--- src/rtl/lfsr_pkg.sv ---
// Shared definitions for the random byte server: FSM states, default seed
// and the Galois LFSR step for x^8+x^4+x^3+x^2+1.
package lfsr_pkg;

  typedef enum logic [1:0] {
    IDLE    = 2'd0,
    ADVANCE = 2'd1,
    DELIVER = 2'd2
  } state_e;

  localparam logic [7:0] DEFAULT_SEED = 8'hBD;

  // One Galois step: shift left, fold the old MSB into taps 0, 2, 3 and 4.
  function automatic logic [7:0] lfsr_next(input logic [7:0] q);
    logic [7:0] n;
    n[0] = q[7];
    n[1] = q[0];
    n[2] = q[1] ^ q[7];
    n[3] = q[2] ^ q[7];
    n[4] = q[3] ^ q[7];
    n[5] = q[4];
    n[6] = q[5];
    n[7] = q[6];
    return n;
  endfunction

endpackage

--- src/rtl/lfsr8_galois.sv ---
// 8-bit Galois LFSR register with synchronous load and step enables.
// Load takes priority over step; callers keep load_val nonzero.
module lfsr8_galois
  import lfsr_pkg::*;
#(
  parameter logic [7:0] SEED = DEFAULT_SEED
) (
  input  logic       clk,
  input  logic       rst_n,
  input  logic       step,
  input  logic       load,
  input  logic [7:0] load_val,
  output logic [7:0] q
);

  logic [7:0] lfsr_q;
  logic [7:0] lfsr_d;

  always_comb begin
    lfsr_d = lfsr_q;
    if (load) begin
      lfsr_d = load_val;
    end else if (step) begin
      lfsr_d = lfsr_next(lfsr_q);
    end
  end

  always_ff @(posedge clk or negedge rst_n) begin
    if (!rst_n) begin
      lfsr_q <= SEED;
    end else begin
      lfsr_q <= lfsr_d;
    end
  end

  assign q = lfsr_q;

endmodule

--- src/rtl/lfsr_rand_server.sv ---
// Round-robin server handing out one fresh LFSR byte per grant, stepping the
// shared LFSR STRIDE times before each delivery.
module lfsr_rand_server #(
  parameter int         NREQ   = 4,
  parameter int         STRIDE = 1,
  parameter logic [7:0] SEED   = lfsr_pkg::DEFAULT_SEED
) (
  input  logic            clk,
  input  logic            rst_n,
  input  logic [NREQ-1:0] req,
  input  logic            seed_load,
  input  logic [7:0]      seed_in,
  output logic [NREQ-1:0] gnt,
  output logic            valid,
  output logic [7:0]      data,
  output logic            busy
);
  import lfsr_pkg::*;

  localparam int IDXW = $clog2(NREQ);

  state_e          state_q;
  logic [IDXW-1:0] ptr_q;
  logic [IDXW-1:0] winner_q;
  logic [IDXW-1:0] winner_d;
  logic [IDXW-1:0] ptr_d;
  logic [7:0]      cnt_q;
  logic [NREQ-1:0] gnt_q;
  logic            valid_q;
  logic            busy_q;
  logic            any_req;
  logic [IDXW:0]   idx;

  logic            lfsr_step;
  logic            lfsr_load;
  logic [7:0]      lfsr_load_val;
  logic [7:0]      lfsr_q;

  // Scan downward from the farthest offset so the closest request at or
  // after ptr is the last one to overwrite winner_d.
  always_comb begin
    winner_d = ptr_q;
    any_req  = 1'b0;
    idx      = '0;
    for (int i = NREQ - 1; i >= 0; i--) begin
      idx = {1'b0, ptr_q} + (IDXW + 1)'(i);
      if (idx >= (IDXW + 1)'(NREQ)) begin
        idx = idx - (IDXW + 1)'(NREQ);
      end
      if (req[idx[IDXW-1:0]]) begin
        winner_d = idx[IDXW-1:0];
        any_req  = 1'b1;
      end
    end
  end

  assign ptr_d = (winner_q == IDXW'(NREQ - 1)) ? '0 : winner_q + 1'b1;

  assign lfsr_step     = (state_q == ADVANCE);
  assign lfsr_load     = (state_q == IDLE) && seed_load;
  assign lfsr_load_val = (seed_in == 8'h00) ? SEED : seed_in;

  lfsr8_galois #(.SEED(SEED)) u_lfsr (
    .clk      (clk),
    .rst_n    (rst_n),
    .step     (lfsr_step),
    .load     (lfsr_load),
    .load_val (lfsr_load_val),
    .q        (lfsr_q)
  );

  // valid/gnt are set on the edge entering DELIVER so they are registered.
  always_ff @(posedge clk or negedge rst_n) begin
    if (!rst_n) begin
      state_q  <= IDLE;
      ptr_q    <= '0;
      winner_q <= '0;
      cnt_q    <= '0;
      gnt_q    <= '0;
      valid_q  <= 1'b0;
      busy_q   <= 1'b0;
    end else begin
      valid_q <= 1'b0;
      gnt_q   <= '0;
      case (state_q)
        IDLE: begin
          if (!seed_load && any_req) begin
            winner_q <= winner_d;
            cnt_q    <= 8'(STRIDE - 1);
            state_q  <= ADVANCE;
            busy_q   <= 1'b1;
          end
        end
        ADVANCE: begin
          if (cnt_q == 8'd0) begin
            state_q         <= DELIVER;
            valid_q         <= 1'b1;
            gnt_q[winner_q] <= 1'b1;
          end else begin
            cnt_q <= cnt_q - 8'd1;
          end
        end
        DELIVER: begin
          ptr_q   <= ptr_d;
          state_q <= IDLE;
          busy_q  <= 1'b0;
        end
        default: begin
          state_q <= IDLE;
          busy_q  <= 1'b0;
        end
      endcase
    end
  end

  assign gnt   = gnt_q;
  assign valid = valid_q;
  assign busy  = busy_q;
  assign data  = lfsr_q;

endmodule
--- config.mk ---
export PLATFORM = sky130hd
export DESIGN_NAME = lfsr_rand_server
export DESIGN_NICKNAME = d
export VERILOG_FILES = /design/src/rtl/lfsr_pkg.sv /design/src/rtl/lfsr8_galois.sv /design/src/rtl/lfsr_rand_server.sv
export SDC_FILE = /design/constraint.sdc
export NUM_CORES = 1
export LEC_CHECK = 0
export BUFFER_PORTS_ARGS = -buffer_cell sky130_fd_sc_hd__clkbuf_2
export CORE_AREA = 2 2 82 84
export CTS_BUF_LIST = sky130_fd_sc_hd__clkbuf_4
export DETAILED_ROUTE_END_ITERATION = 7
export DIE_AREA = 0 0 84 86
export HOLD_SLACK_MARGIN = 0.02
export RECOVER_POWER = 100
export SYNTH_ARGS = -nofsm -noshare
export SYNTH_HDL_FRONTEND = slang
export SYNTH_HIERARCHICAL = 1
export SYNTH_SLANG_ARGS = --single-unit
--- constraint.sdc ---
create_clock -name clk -period 1.6 [get_ports clk]
set_input_delay 0.08 -clock clk [delete_from_list [all_inputs] [get_ports clk]]
set_output_delay 0.08 -clock clk [all_outputs]
set_load 0.005 [all_outputs]
==> reports/metrics.cfg <==
[grt]
overflow=0
antenna_found_initial=0
grt_max_degree=29
grt_pass1_vias=1161
track_usage_pct=8.76
grt_pass1_wl_um=5220

[floorplanning]
coreArea_sq_um=6280
dieArea_sq_um=7220
fp.dieW_um=84
die_h_um=86
start_util_pct=24.6
io_pins=29
rows=29

[route]
routed_wl_um=3050
drc=0
drtIter0Drc=64
routed_via_density=4.55
drt-wirelength-per-cell_um=11.6
ant_nets=0
firstDrtPassIters=5
vias=1202

[worst_setup_path]
worstSetupEndpointType=register
arrival_ps=1940
rr_worst_depth=7
max_stage_delay_ps=450
critPathKind=register to register
crit_fanout=9
start_kind=register
cp.required_ps=1840
worst-path-buf-inv=2
critPathTopFamily=simple AND/OR/NAND/NOR gates
path_depth=7
crit_chain=inv_1, ha_2, or3b_4, o31ai_4, buf_6, o211ai_1, o31ai_1
cp_slowest_cell=or3b_4

[synthesis]
ys.flop_type=dfrtp_1
syn-num-nets=162
synthMuxAreaShare_pct=5.99
async_flop_share_pct=100
netlist_instances=142
yosys.area_share.simple_pct=20.4
synth_area_sq_um=1550
synth-seq-cells=28
post_synth_fa_ha_maj_area_fraction_pct=4.05
synth-xor-area-share_pct=2.83
ys_warn_count=6
avgSynthCellArea_sq_um=10.9
synth-edff-count=0
synth_top_family_by_area=simple AND/OR/NAND/NOR gates
yosys.area.top_type=dfrtp_1
synth_area_leaders=dfrtp_1 36%, dfstp_2 10%, mux2i_1 4.5%
synthDistinctLibCells=44
ys_seq_area_share_pct=45.8
synth_compound_area_share_pct=15.6
synth_top_area_share_pct=35.6

[layout]
syn_to_final_growth_pct=25.8
antenna_cells=0
layout-drive-gt1-share_pct=32.6
fin_nets=208
final_util_pct=31.0

[cts]
clk_pin_slew_ps=140
root_buffer=clkbuf_4
clock_latency_ps=320
cts_made_buffers=3
clk_path_buf_depth=2
cts_max_level=1
cts_num_sinks=28
cts_tree=yes

[timing]
fin_crit_ps=1710
fin_crit_sh_pct=107
hold_violations=0
max_slew_margin_pct=48.7
max_freq_mhz=585
worst_pin_slew_ps=761
rsz0062_at_grt=true
fin_ws_ps=-108
finalMaxSlewViolations=0
hold_ws_ps=67.7
setup_viol=13
skew_ps=7.04

[hold_path]
min_path_cells=4
min_path_type=input port to register

[place]
place.gp.congestion=0.739
dp_hpwl_um=2320
numPortBuffers=28

[power]
p_int_uw=2080
p_seq_share_pct=38.6
leakage_uw=0.000872
cellPowerDensity_nw_per_um2=1750
p_sw_share_pct=38.7
switchingPower_uw=1320
clkPwrFrac_pct=9.2
vdd_ir_drop_max_v=0.000648
combPwrFrac_pct=52.2

[run]
maxCapViolations=0

[run_status]
violations=setup timing
run_status=complete, but fails checks

## power by group through the flow
stage / combinational, uW / sequential [uW] / clock (uW)
floorplan: 1100 / 1290 / 0
global placement: 1660 / 1320 / 0
detailed placement: 1700 / 1330 / 0
CTS: 1740 / 1320 / 327
global route: 2010 / 1360 / 356
finish: 1770 / 1310 / 313
## state kept, by name, summed over array words and instances, names as in the netlist
name / cells
busy: 1
cnt_q: 8
gnt: 4
ptr_q: 2
state_q: 2
u_lfsr/q: 8
valid: 1
winner_q: 2
## cells in the mapped netlist (all sizes together) (5+ instances only)
library cell / n
dfrtp: 22
inv: 11
nand2: 11
o21ai: 9
mux2i: 7
dfstp: 6
ha: 5
nor2: 5
o211ai: 5
o31ai: 5
or2: 5
## area by class of cell
type,instances,area (sq um)
inverters,11,41.3
multi-input cells,97,769
repair buffers,47,299
well taps,77,96.3
fillers,649,4330
flip-flops and latches,28,708
clock buffers,4,30.0
## through the flow
| stage | setup slack, ps | instance area (sq um) | std cells | setup TNS, ps | power [uW] |
|---|---|---|---|---|---|
| 2_1_floorplan | -81.0 | 1550 | 142 | -501 | 2390 |
| 3_3_place_gp | -151 | 1860 | 255 | -1670 | 2990 |
| 3_5_place_dp | -180 | 1860 | 255 | -2010 | 3030 |
| 4_1_cts | -81.5 | 1930 | 262 | -577 | 3380 |
| 5_1_grt | -203 | 1940 | 264 | -2390 | 3730 |
| 6_report | -108 | 1940 | 264 | -878 | 3400 |
## worst register-to-register path, stage by stage, from the launching register on
cell and delay, ps:
dfrtp_1 400, inv_1 60, ha_2 170, or3b_4 450, o31ai_4 200, buf_6 160, o211ai_1 90, o31ai_1 110
## routing by layer
layer	vias up	share of wire (%)	GRT usage, %
met1	592	46	11.3
met5	-	0	0
met2	16	50	14.8
met3	0	4.3	2.41
li1	594	-	-
met4	0	0	1.76
## cells in the final DEF (no fill, tap or decap), drive strengths merged, types with 2 or more instances in the layout
cell and count:
dfrtp 22, o31ai 5, buf 16, dlygate4sd3 3, o21ai 9, nor3 3, nand2b 4, and2 4
or4 3, dfstp 6, or2 5, mux2i 7, nor4 2, o22ai 4, xnor2 4, nor2 5
mux2 2, nand2 11, nand3 2, ha 5, or3b 4, o211ai 5, inv 11, a21oi 2
clkbuf 32
## kinds of logic after synthesis
logic type               Yosys count
AO/OA/AOI/OAI                     30
XOR/XNOR                           5
adder cells (fa/ha/maj)            5
buffers and inverters             17
flip-flops                        28
multiplexers                       9
AND/OR/NAND/NOR                   48
## final timing paths
check / startpoint / endpoint / slack (ps)
max: cnt_q[0] / cnt_q[2] / -110
min: seed_in[7] / u_lfsr/q[7] / 70
max reg2reg: cnt_q[0] / cnt_q[2] / -110
min reg2reg: busy / busy / 540
max in group asynchronous: rst_n / u_lfsr/q[1] / 850
min in group asynchronous: rst_n / state_q[0] / 310
## repair_timing
item	CTS	global route
pin swaps	2	1
buffers inserted	0	2
hold buffers	3	0
gates cloned	0	0
hold endpoints to repair	24	0
endpoints found under the setup margin	14	13
gates resized for setup	2	2
(Power assumes the default switching activity.)
